$ cat config.mk
export PLATFORM = sky130hd
export DESIGN_NAME = mem_access_unit_flat
export DESIGN_NICKNAME = d
export VERILOG_FILES = /design/src/rtl/mem_access_unit_pkg.sv /design/src/rtl/mem_access_unit_if.sv /design/src/rtl/mem_access_unit_lane_align.sv /design/src/rtl/mem_access_unit.sv /design/src/flat_wrapper.sv
export SDC_FILE = /design/constraint.sdc
export NUM_CORES = 1
export LEC_CHECK = 0
export CAP_MARGIN = 20
export CORE_MARGIN = 1
export CORE_UTILIZATION = 40
export DETAILED_ROUTE_END_ITERATION = 8
export PLACE_DENSITY = 0.7
export SLEW_MARGIN = 10
export SYNTH_ARGS = -nofsm -noshare
export SYNTH_HDL_FRONTEND = slang
export SYNTH_HIERARCHICAL = 1
export SYNTH_SLANG_ARGS = --single-unit
$ cat constraint.sdc
create_clock -name clk -period 8.35 [get_ports clk]
set_input_delay 1.67 -clock clk [delete_from_list [all_inputs] [get_ports clk]]
set_output_delay 1.67 -clock clk [all_outputs]
set_load 0.02 [all_outputs]
$ cat src/rtl/mem_access_unit_pkg.sv
// Shared encodings for the memory access stage: funct3 sizes, the NOP, FSM states and request kinds.
package mem_access_unit_pkg;

  localparam logic [2:0] F3_LB  = 3'b000;
  localparam logic [2:0] F3_LH  = 3'b001;
  localparam logic [2:0] F3_LW  = 3'b010;
  localparam logic [2:0] F3_LBU = 3'b100;
  localparam logic [2:0] F3_LHU = 3'b101;
  localparam logic [2:0] F3_SB  = 3'b000;
  localparam logic [2:0] F3_SH  = 3'b001;
  localparam logic [2:0] F3_SW  = 3'b010;

  localparam logic [31:0] NOP = 32'h0000_0013;

  typedef enum logic [1:0] {IDLE, BUS, RESP} state_e;
  typedef enum logic [1:0] {FETCH, READ, WRITE} kind_e;

endpackage

$ cat src/rtl/mem_access_unit_if.sv
// External memory port: single outstanding valid/ready transaction, held stable until mem_ready.
interface mem_access_unit_if;
  logic        mem_valid;
  logic        mem_we;
  logic [31:0] mem_addr;
  logic [3:0]  mem_wstrb;
  logic [31:0] mem_wdata;
  logic        mem_ready;
  logic [31:0] mem_rdata;

  modport master (
    output mem_valid, mem_we, mem_addr, mem_wstrb, mem_wdata,
    input  mem_ready, mem_rdata
  );

  modport slave (
    input  mem_valid, mem_we, mem_addr, mem_wstrb, mem_wdata,
    output mem_ready, mem_rdata
  );
endinterface

$ cat src/rtl/mem_access_unit_lane_align.sv
// Combinational byte-lane steering: store strobes/replication, load extension and misalign detection.
module lsu_lane_align
  import mem_access_unit_pkg::*;
(
  input  kind_e       kind_i,
  input  logic [2:0]  funct3_i,
  input  logic [1:0]  off_i,
  input  logic [31:0] wdata_i,
  input  logic [31:0] rdata_i,
  output logic [3:0]  wstrb_o,
  output logic [31:0] wdata_o,
  output logic [31:0] rdata_o,
  output logic        misalign_o
);

  logic        is_byte;
  logic        is_half;
  logic        sext;
  logic [7:0]  byte_v;
  logic [15:0] half_v;

  always_comb begin
    is_byte    = 1'b0;
    is_half    = 1'b0;
    sext       = ~funct3_i[2];
    byte_v     = rdata_i[{off_i, 3'b000} +: 8];
    half_v     = off_i[1] ? rdata_i[31:16] : rdata_i[15:0];
    wstrb_o    = 4'b1111;
    wdata_o    = wdata_i;
    rdata_o    = rdata_i;
    misalign_o = (off_i != 2'b00);

    // LBU/LHU encodings are only sized accesses for loads; for stores they fall back to a word
    if (kind_i != FETCH) begin
      is_byte = (funct3_i == F3_SB) || (kind_i == READ && funct3_i == F3_LBU);
      is_half = (funct3_i == F3_SH) || (kind_i == READ && funct3_i == F3_LHU);
    end

    if (is_byte) begin
      wstrb_o    = 4'b0001 << off_i;
      wdata_o    = {4{wdata_i[7:0]}};
      rdata_o    = {{24{sext & byte_v[7]}}, byte_v};
      misalign_o = 1'b0;
    end else if (is_half) begin
      wstrb_o    = 4'b0011 << off_i;
      wdata_o    = {2{wdata_i[15:0]}};
      rdata_o    = {{16{sext & half_v[15]}}, half_v};
      misalign_o = off_i[0];
    end
  end

endmodule

$ cat src/rtl/mem_access_unit.sv
// Turns fetch/load/store commands from the control FSM into one memory bus transaction each.
// Request to done is two cycles with a ready memory; busy stalls the FSM while memory is slow.
module mem_access_unit
  import mem_access_unit_pkg::*;
#(
  parameter int unsigned TIMEOUT_CYCLES = 255,
  parameter logic [31:0] RESET_INSTR    = NOP
) (
  input  logic        clk,
  input  logic        rst,
  input  logic        req_fetch,
  input  logic        req_read,
  input  logic        req_write,
  input  logic [31:0] addr_pc,
  input  logic [31:0] addr_alu,
  input  logic [2:0]  funct3,
  input  logic [31:0] wdata,
  output logic        busy,
  output logic        done,
  output logic        err,
  output logic [31:0] instr,
  output logic [31:0] old_pc,
  output logic [31:0] mem_data,
  mem_access_unit_if.master mem
);

  state_e      state_q, state_d;
  kind_e       kind_q, kind_d;
  logic [31:0] addr_q, addr_d;
  logic [2:0]  f3_q, f3_d;
  logic [3:0]  strb_q, strb_d;
  logic [31:0] wdata_q, wdata_d;
  logic [31:0] cnt_q, cnt_d;
  logic        err_q, err_d;
  logic [31:0] instr_q, instr_d;
  logic [31:0] old_pc_q, old_pc_d;
  logic [31:0] mem_data_q, mem_data_d;

  logic        req_vld;
  kind_e       req_kind;
  logic [31:0] req_addr;
  logic        idle;
  kind_e       al_kind;
  logic [2:0]  al_f3;
  logic [1:0]  al_off;
  logic [3:0]  al_wstrb;
  logic [31:0] al_wdata;
  logic [31:0] al_rdata;
  logic        al_misalign;

  always_comb begin
    req_vld = req_fetch | req_write | req_read;
    if (req_fetch) begin
      req_kind = FETCH;
      req_addr = addr_pc;
    end else if (req_write) begin
      req_kind = WRITE;
      req_addr = addr_alu;
    end else begin
      req_kind = READ;
      req_addr = addr_alu;
    end
    // The aligner checks the incoming request while idle and steers the registered one otherwise
    idle    = (state_q == IDLE);
    al_kind = idle ? req_kind : kind_q;
    al_f3   = idle ? funct3 : f3_q;
    al_off  = idle ? req_addr[1:0] : addr_q[1:0];
  end

  lsu_lane_align u_align (
    .kind_i     (al_kind),
    .funct3_i   (al_f3),
    .off_i      (al_off),
    .wdata_i    (wdata),
    .rdata_i    (mem.mem_rdata),
    .wstrb_o    (al_wstrb),
    .wdata_o    (al_wdata),
    .rdata_o    (al_rdata),
    .misalign_o (al_misalign)
  );

  always_comb begin
    state_d    = state_q;
    kind_d     = kind_q;
    addr_d     = addr_q;
    f3_d       = f3_q;
    strb_d     = strb_q;
    wdata_d    = wdata_q;
    cnt_d      = cnt_q;
    err_d      = 1'b0;
    instr_d    = instr_q;
    old_pc_d   = old_pc_q;
    mem_data_d = mem_data_q;

    case (state_q)
      IDLE: begin
        if (req_vld) begin
          kind_d  = req_kind;
          addr_d  = req_addr;
          f3_d    = funct3;
          strb_d  = (req_kind == WRITE) ? al_wstrb : 4'b0000;
          wdata_d = al_wdata;
          if (al_misalign) begin
            state_d = RESP;
            err_d   = 1'b1;
          end else begin
            state_d = BUS;
          end
        end
      end
      BUS: begin
        if (mem.mem_ready) begin
          state_d = RESP;
          cnt_d   = '0;
          if (kind_q == FETCH) begin
            instr_d  = mem.mem_rdata;
            old_pc_d = addr_q;
          end else if (kind_q == READ) begin
            mem_data_d = al_rdata;
          end
        end else if (TIMEOUT_CYCLES != 0 && cnt_q + 32'd1 == TIMEOUT_CYCLES) begin
          state_d = RESP;
          err_d   = 1'b1;
          cnt_d   = '0;
        end else begin
          cnt_d = cnt_q + 32'd1;
        end
      end
      RESP:    state_d = IDLE;
      default: state_d = IDLE;
    endcase
  end

  always_ff @(posedge clk or posedge rst) begin
    if (rst) begin
      state_q    <= IDLE;
      kind_q     <= FETCH;
      addr_q     <= '0;
      f3_q       <= '0;
      strb_q     <= '0;
      wdata_q    <= '0;
      cnt_q      <= '0;
      err_q      <= 1'b0;
      instr_q    <= RESET_INSTR;
      old_pc_q   <= '0;
      mem_data_q <= '0;
    end else begin
      state_q    <= state_d;
      kind_q     <= kind_d;
      addr_q     <= addr_d;
      f3_q       <= f3_d;
      strb_q     <= strb_d;
      wdata_q    <= wdata_d;
      cnt_q      <= cnt_d;
      err_q      <= err_d;
      instr_q    <= instr_d;
      old_pc_q   <= old_pc_d;
      mem_data_q <= mem_data_d;
    end
  end

  assign busy          = (state_q != IDLE);
  assign done          = (state_q == RESP);
  assign err           = err_q;
  assign instr         = instr_q;
  assign old_pc        = old_pc_q;
  assign mem_data      = mem_data_q;
  assign mem.mem_valid = (state_q == BUS);
  assign mem.mem_we    = (state_q == BUS) && (kind_q == WRITE);
  assign mem.mem_addr  = {addr_q[31:2], 2'b00};
  assign mem.mem_wstrb = (state_q == BUS) ? strb_q : 4'b0000;
  assign mem.mem_wdata = wdata_q;

endmodule

$ cat src/flat_wrapper.sv
// flat-port wrapper written by rule: the top's interface ports become plain ports
module mem_access_unit_flat import mem_access_unit_pkg::*;
#(
  parameter int unsigned TIMEOUT_CYCLES = 255,
  parameter logic [31:0] RESET_INSTR    = NOP
)
  (clk, rst, req_fetch, req_read, req_write, addr_pc, addr_alu, funct3, wdata, busy, done, err, instr, old_pc, mem_data, mem_mem_valid, mem_mem_we, mem_mem_addr, mem_mem_wstrb, mem_mem_wdata, mem_mem_ready, mem_mem_rdata);
  mem_access_unit_if mem_i ();
  input  logic clk;
  input  logic rst;
  input  logic req_fetch;
  input  logic req_read;
  input  logic req_write;
  input  logic [31:0] addr_pc;
  input  logic [31:0] addr_alu;
  input  logic [2:0] funct3;
  input  logic [31:0] wdata;
  output logic busy;
  output logic done;
  output logic err;
  output logic [31:0] instr;
  output logic [31:0] old_pc;
  output logic [31:0] mem_data;
  output wire logic [$bits(mem_i.mem_valid)-1:0] mem_mem_valid;
  output wire logic [$bits(mem_i.mem_we)-1:0] mem_mem_we;
  output wire logic [$bits(mem_i.mem_addr)-1:0] mem_mem_addr;
  output wire logic [$bits(mem_i.mem_wstrb)-1:0] mem_mem_wstrb;
  output wire logic [$bits(mem_i.mem_wdata)-1:0] mem_mem_wdata;
  input wire logic [$bits(mem_i.mem_ready)-1:0] mem_mem_ready;
  input wire logic [$bits(mem_i.mem_rdata)-1:0] mem_mem_rdata;
  assign mem_mem_valid = mem_i.mem_valid;
  assign mem_mem_we = mem_i.mem_we;
  assign mem_mem_addr = mem_i.mem_addr;
  assign mem_mem_wstrb = mem_i.mem_wstrb;
  assign mem_mem_wdata = mem_i.mem_wdata;
  assign mem_i.mem_ready = mem_mem_ready;
  assign mem_i.mem_rdata = mem_mem_rdata;
  mem_access_unit #(.TIMEOUT_CYCLES(TIMEOUT_CYCLES), .RESET_INSTR(RESET_INSTR)) u_core (.clk(clk), .rst(rst), .req_fetch(req_fetch), .req_read(req_read), .req_write(req_write), .addr_pc(addr_pc), .addr_alu(addr_alu), .funct3(funct3), .wdata(wdata), .busy(busy), .done(done), .err(err), .instr(instr), .old_pc(old_pc), .mem_data(mem_data), .mem(mem_i));
endmodule
-- Word-level counts from Yosys, hierarchy flattened
Index checks and enable logic that the tools add are counted.
- add/sub/neg operators: 1
- eq/ne operators: 12
- shifts and indexed selects: 3
- multiplexer cells: 31
- bitwise gates (word level): 6
- reductions and logical operators: 15
- operators by type and width (cell ; number):
    2-to-1 mux 32 bit ; 7
    adder 32 x 1 -> 32 bit (second input constant) ; 1
    equality test 32 x 8 -> 1 bit (second input constant) ; 1
    variable part select 32 x 6 -> 8 bit ; 1
    2-to-1 mux 16 bit ; 1
    2-to-1 mux 2 bit ; 8
    2-to-1 mux 4 bit ; 4
    2-to-1 mux 1 bit ; 8
    equality test 2 x 1 -> 1 bit (second input constant) ; 3
    equality test 2 bit (second input constant) ; 3
    equality test 3 bit (second input constant) ; 2
    nonzero test 2 bit ; 3
    zero test 2 bit ; 2
    case mux 2 bit (2 select lines) ; 1
    AND reduction 2 bit ; 2
    AND reduction 4 bit ; 1
    << shifter 1 x 2 -> 4 bit (first input constant) ; 1
    << shifter 2 x 2 -> 4 bit (first input constant) ; 1
    equality test 3 x 1 -> 1 bit (second input constant) ; 1
    logical AND 1 bit ; 3
    zero test 3 bit ; 1
    2-to-1 mux 3 bit ; 1
    != test 3 x 1 -> 1 bit (second input constant) ; 1
    AND reduction 3 bit ; 1
    other kinds (6) ; 10
- register bits: 204
- output and inout bits: 169
- word-level logic and storage cells: 79

-- Longest topological paths before layout
- word-level depth: 12
- depth in mapped cells: 13

-- Modules after synthesis
Netlist, hierarchy kept.
- by module, submodules not included (module ; times used ; cells each ; area each (um^2)):
    mem_access_unit ; 1 ; 867 ; 9377.7
    lsu_lane_align ; 1 ; 174 ; 1256.2

-- Worst setup path before layout
No wires, ideal clock.
- path kind: input-to-reg
- from: input port req_fetch
- to: register u_core.mem_data_q[1] (netlist: u_core/mem_data[1])
- setup time: 0.125 ns
- data arrival time: 3.879 ns
- required time: 8.225 ns
- path slack: 4.346 ns
- stages on the path: 8
- cell sequence: clkbuf_1 mux2i_1 o21ai_0 buf_2 mux4_2 nand2b_1 o221a_2 mux2_2
- RTL lines (what ; line ; text):
    start: declaration ; flat_wrapper.sv:11 ; input logic req_fetch;
    2-to-1 mux 32 bit ; mem_access_unit.sv:53 ; if (req_fetch) begin
    2-to-1 mux 2 bit ; mem_access_unit.sv:67 ; al_off = idle ? req_addr[1:0] : addr_q[1:0];
    via u_core.al_off[0] ; mem_access_unit.sv:45 ; logic [1:0] al_off;
    variable part select 32 x 6 -> 8 bit ; mem_access_unit_lane_align.sv:26 ; byte_v = rdata_i[{off_i, 3'b000} +: 8];
    2-to-1 mux 32 bit ; mem_access_unit_lane_align.sv:39 ; if (is_byte) begin
    via u_core.al_rdata[1] ; mem_access_unit.sv:48 ; logic [31:0] al_rdata;
    end signal: assignment ; mem_access_unit.sv:158 ; mem_data_q <= mem_data_d;
    end: declaration ; mem_access_unit.sv:37 ; logic [31:0] mem_data_q, mem_data_d;
The timed path passes the listed nets, and every way through them passes these cells.
A chain may end at the register's enable or synchronous reset.

-- Worst setup path after layout
- from: input port req_write
- to: register u_core.mem_data_q[6] (netlist: u_core/mem_data[6])
- word-level cells in the longest chain between the ends: 9
- ends and longest elaborated chain (what ; line ; text):
    start: declaration ; flat_wrapper.sv:13 ; input logic req_write;
    2-to-1 mux 2 bit (*) ; mem_access_unit.sv:56 ; end else if (req_write) begin
    2-to-1 mux 2 bit (*) ; mem_access_unit.sv:53 ;
    2-to-1 mux 2 bit (*) ; mem_access_unit.sv:65 ; al_kind = idle ? req_kind : kind_q;
    via u_core.al_kind[1] ; mem_access_unit.sv:43 ; kind_e al_kind;
    equality test 2 x 1 -> 1 bit ; mem_access_unit_lane_align.sv:35, mem_access_unit_lane_align.sv:36 ;
    logical AND 1 bit ; mem_access_unit_lane_align.sv:36 ; is_half = (funct3_i == F3_SH) || (kind_i == READ && funct3_i == F3_LHU);
    logical OR 1 bit ; mem_access_unit_lane_align.sv:36 ;
    2-to-1 mux 1 bit ; mem_access_unit_lane_align.sv:34 ; if (kind_i != FETCH) begin
    2-to-1 mux 32 bit ; mem_access_unit_lane_align.sv:44 ; end else if (is_half) begin
    2-to-1 mux 32 bit (*) ; mem_access_unit_lane_align.sv:39 ;
    via u_core.al_rdata[6] ; mem_access_unit.sv:48 ;
Mark *: on every way through the listed nets, which the timed path passes. The rest lies on a longest branch.

==> results.md <==
* Outcome: finished clean
* Synth Instances at 1041
* GPL Wtd Cong at 0.873
* Clk slew on worst S/H paths at 0.06 ns
* Drt drc at 0
* Num rows at 59
* Slowest-stage cell, CP: nand3_1
* R2R cell count at 9
* Min-delay worst type: reg -> reg
* DRT iter0 DRCs at 547
* TritonCTS clock tree: built
* M1 GR Usage at 28.9%
* Vias in the first global route at 8366
* Max clock buf depth at 3
* Initial antenna violation count at 0
* Clock period minus worst slack at 4.58 ns
* Die area at 27200 sq um
* Max IR drop VDD at 0.200 mV
* Final instance area at 14400 sq um
* Post-CTS setup buffers at 0
* Crit Reg-Reg Endpoint: u_core/mem_data[6]$_DFFE_PP0P_
* Fmax at 218 MHz
* Mapped Area at 10600 sq um
* Launch point of the worst path: req_write
* Layout overhead on the synthesized area at 35.6%
* Drt via density at 5.28
* Slew Viols, Final at 0
* CP Cell Sequence: clkdlybuf4s50_1 -> nor3b_1 -> a21o_1 -> nand2b_4 -> a21oi_2 -> nand3_1 -> o221a_1 -> mux2_2
* Post-synth ARST share at 100%
* Rel. slew slack at 32.2%
* Routing usage on met3 at 5.39%
* Worst slew pin tran at 1.01 ns
* Largest stage delay, worst path at 0.63 ns
* Placed Instance Area at 13600 sq um
* Hold buffers post-CTS at 0
* Worst skew pair latency at 0.54 ns
* Gr usage total at 22.5%
* Mean Syn Cell Area at 10.2 sq um
* WS Path Type: in -> reg
* Max_cap viols at 0
* Worst setup endpoint: u_core/mem_data[6]$_DFFE_PP0P_
* CP arrival at 4.98 ns
* Unrepaired setup endpoints after global routing: no
* Critical Path RT at 8.75 ns
* Synth Register Bits at 204
* Core area at 26100 sq um
* Final hold viol count at 0
* Final std cells w/o fill at 1623
* Clock sinks at 204
* Yosys warnings at 6
* Unique cell type count in the Yosys netlist at 67
* Main synth FF type: dfrtp_1
* # nets final at 1412
* H-tree lvl count at 1
* Worst setup SP type: primary input
* TNS Setup at 0 ns
* Seq/Total Area, Yosys at 48.0%
* Fin util at 55.3%
* Number of CTS-inserted buffers at 24
* IO buf count at 303
* Layout Skew at 0.0329 ns
* Die Ht at 165 um
* First-pass GRT wire length at 47800 um
* Crit share post-route at 54.9%
* Starting density of the core at 40.8%
* Hold_ws at 0.474 ns
* Placed cells at 1577
* Pleak at 6.32 nW
* Boundary Pins at 306
* Post-cts resize count at 0
* Routed vias at 8564
* Antenna viol nets, final at 0
* Reg2reg start: u_core/state_q[0]$_DFFE_PP0P_
* Post-synth EDFFs at 0
* Gr ovfl total at 0
* Setup Viol. Count Final at 0
* Layout cells sized above 1 at 16.5%
* Largest net degree at the start of global routing at 107
* Critical Path Sink Type: flip-flop
* Post-Route WL at 30700 um
* Die span in x at 165 um
* Critical-path maximum fanout at 16
* First-pass DRT Iterations at 7
* Power Density at 375 nW/um^2
* WL per Instance at 18.9 um
* Met2 usage at 37.3%
* Root Driver: clkbuf_16
* Grt peak-use layer: met2
* Reg2Reg Setup Slack at 4.18 ns
* DP HPWL at 21600 um
==> worst min-delay path by stage <==
stage,endpoint,slack (ns),start,cells after the start
2_1_floorplan,u_core/f3_q[0]$_DFFE_PP0P_,0.45,u_core/f3_q[0]$_DFFE_PP0P_,2
4_1_cts,u_core/mem.mem_wdata[2]$_DFFE_PP0P_,0.48,u_core/mem.mem_wdata[2]$_DFFE_PP0P_,2
6_report,u_core/mem.mem_wdata[2]$_DFFE_PP0P_,0.47,u_core/mem.mem_wdata[2]$_DFFE_PP0P_,2
5_1_grt,u_core/mem.mem_wdata[23]$_DFFE_PP0P_,0.50,u_core/mem.mem_wdata[23]$_DFFE_PP0P_,2
3_5_place_dp,u_core/mem.mem_wdata[9]$_DFFE_PP0P_,0.46,u_core/mem.mem_wdata[9]$_DFFE_PP0P_,2
3_3_place_gp,u_core/mem.mem_wdata[16]$_DFFE_PP0P_,0.46,u_core/mem.mem_wdata[16]$_DFFE_PP0P_,2
==> power by group <==
part	switching, mW	internal [mW]	total, mW
combinational	1.39	1.23	2.62
sequential	0.288	1.41	1.70
clock	0.427	0.662	1.09
total	2.11	3.30	5.41
==> per-stage QoR <==
stage               power, mW  setup slack, ns
global route             5.72             3.51
finish                   5.41             3.77
detailed placement       4.33             3.23
global placement         4.27             3.33
CTS                      5.44             3.74
floorplan                3.29             1.12
==> Yosys cell counts (all sizes together) (4+ instances only) <==
library cell	n	area (sq um)
nor3	11	55.1
o21ai	68	344
dfrtp	201	5030
a211oi	4	40.0
and2	8	50.1
nand2	254	978
ha	6	75.1
o31a	4	35.0
a22o	5	43.8
clkbuf	54	204
inv	9	33.8
mux4	7	158
nor4	10	68.8
buf	60	419
a21o	4	30.0
nand3	12	60.1
and4	5	45.0
nor2	21	78.8
nand4	23	178
mux2	106	1190
mux2i	44	440
o31ai	5	37.5
o221a	15	169
nand2b	13	96.4
xnor2	13	114
xor2	14	123
a21oi	23	123
==> layout make-up <==
class / instances / area [sq um]
flip-flops and latches: 204 / 5110
multi-input cells: 715 / 4890
repair buffers: 315 / 3140
fillers: 2303 / 11600
inverters: 9 / 41.3
clock buffers: 35 / 682
clock inverters: 9 / 143
well taps: 335 / 419
diodes: 1 / 2.50
==> routing by layer <==
layer / up-vias / part of all wire, % / wire [um]
li1: 4034 / - / -
met1: 4212 / 41 / 12600
met2: 270 / 50 / 15300
met3: 48 / 6.3 / 1930
met4: 0 / 2.7 / 821
met5: - / 0 / 0
==> cell families (layout without fill, tap and decap cells) <==
logic type / Yosys count / after routing / synth area share (%)
flip-flops: 204 / 204 / 48.0
AND/OR/NAND/NOR: 375 / 375 / 16.5
other: 1 / 3 / 0.0353
adder cells (fa/ha/maj): 6 / 6 / 0.706
AO/OA/AOI/OAI: 148 / 148 / 9.51
buffers and inverters: 123 / 368 / 6.18
multiplexers: 157 / 157 / 16.8
XOR/XNOR: 27 / 27 / 2.22
==> placed cells by master (no fill, tap or decap), types with 4 or more instances in the layout <==
master,instances
o21ai_0,63
and4_1,4
o221a_1,4
nand4_1,19
nor4_1,9
dfrtp_1,201
buf_4,11
nand2_1,243
inv_1,8
mux2_2,106
a21oi_1,21
xnor2_1,13
nand2b_1,11
clkbuf_16,24
a22o_1,5
clkdlybuf4s50_1,302
mux2i_1,44
mux4_2,7
o31ai_1,5
clkbuf_8,4
o31a_1,4
xor2_1,14
clkbuf_1,7
ha_1,6
nand3_1,12
nand2_2,10
o221a_2,11
nor3_1,11
a21o_1,4
nor2_1,21
and2_1,8
==> registers in the layout, indices dropped and copies added (netlist names) <==
name,count
u_core/strb_q,4
u_core/mem_data,32
u_core/err,1
u_core/instr,32
u_core/cnt_q,32
u_core/state_q,2
u_core/addr_q,32
u_core/mem.mem_wdata,32
u_core/old_pc,32
u_core/kind_q,2
u_core/f3_q,3
==> worst max-delay path: cells and delay by family <==
family	cells	cell delay [ns]
buffers and inverters	1	0.51
AND/OR/NAND/NOR	3	1.30
multiplexers	1	0.27
AO/OA/AOI/OAI	3	1.22
No activity file was read; power rests on OpenSTA's default activity.
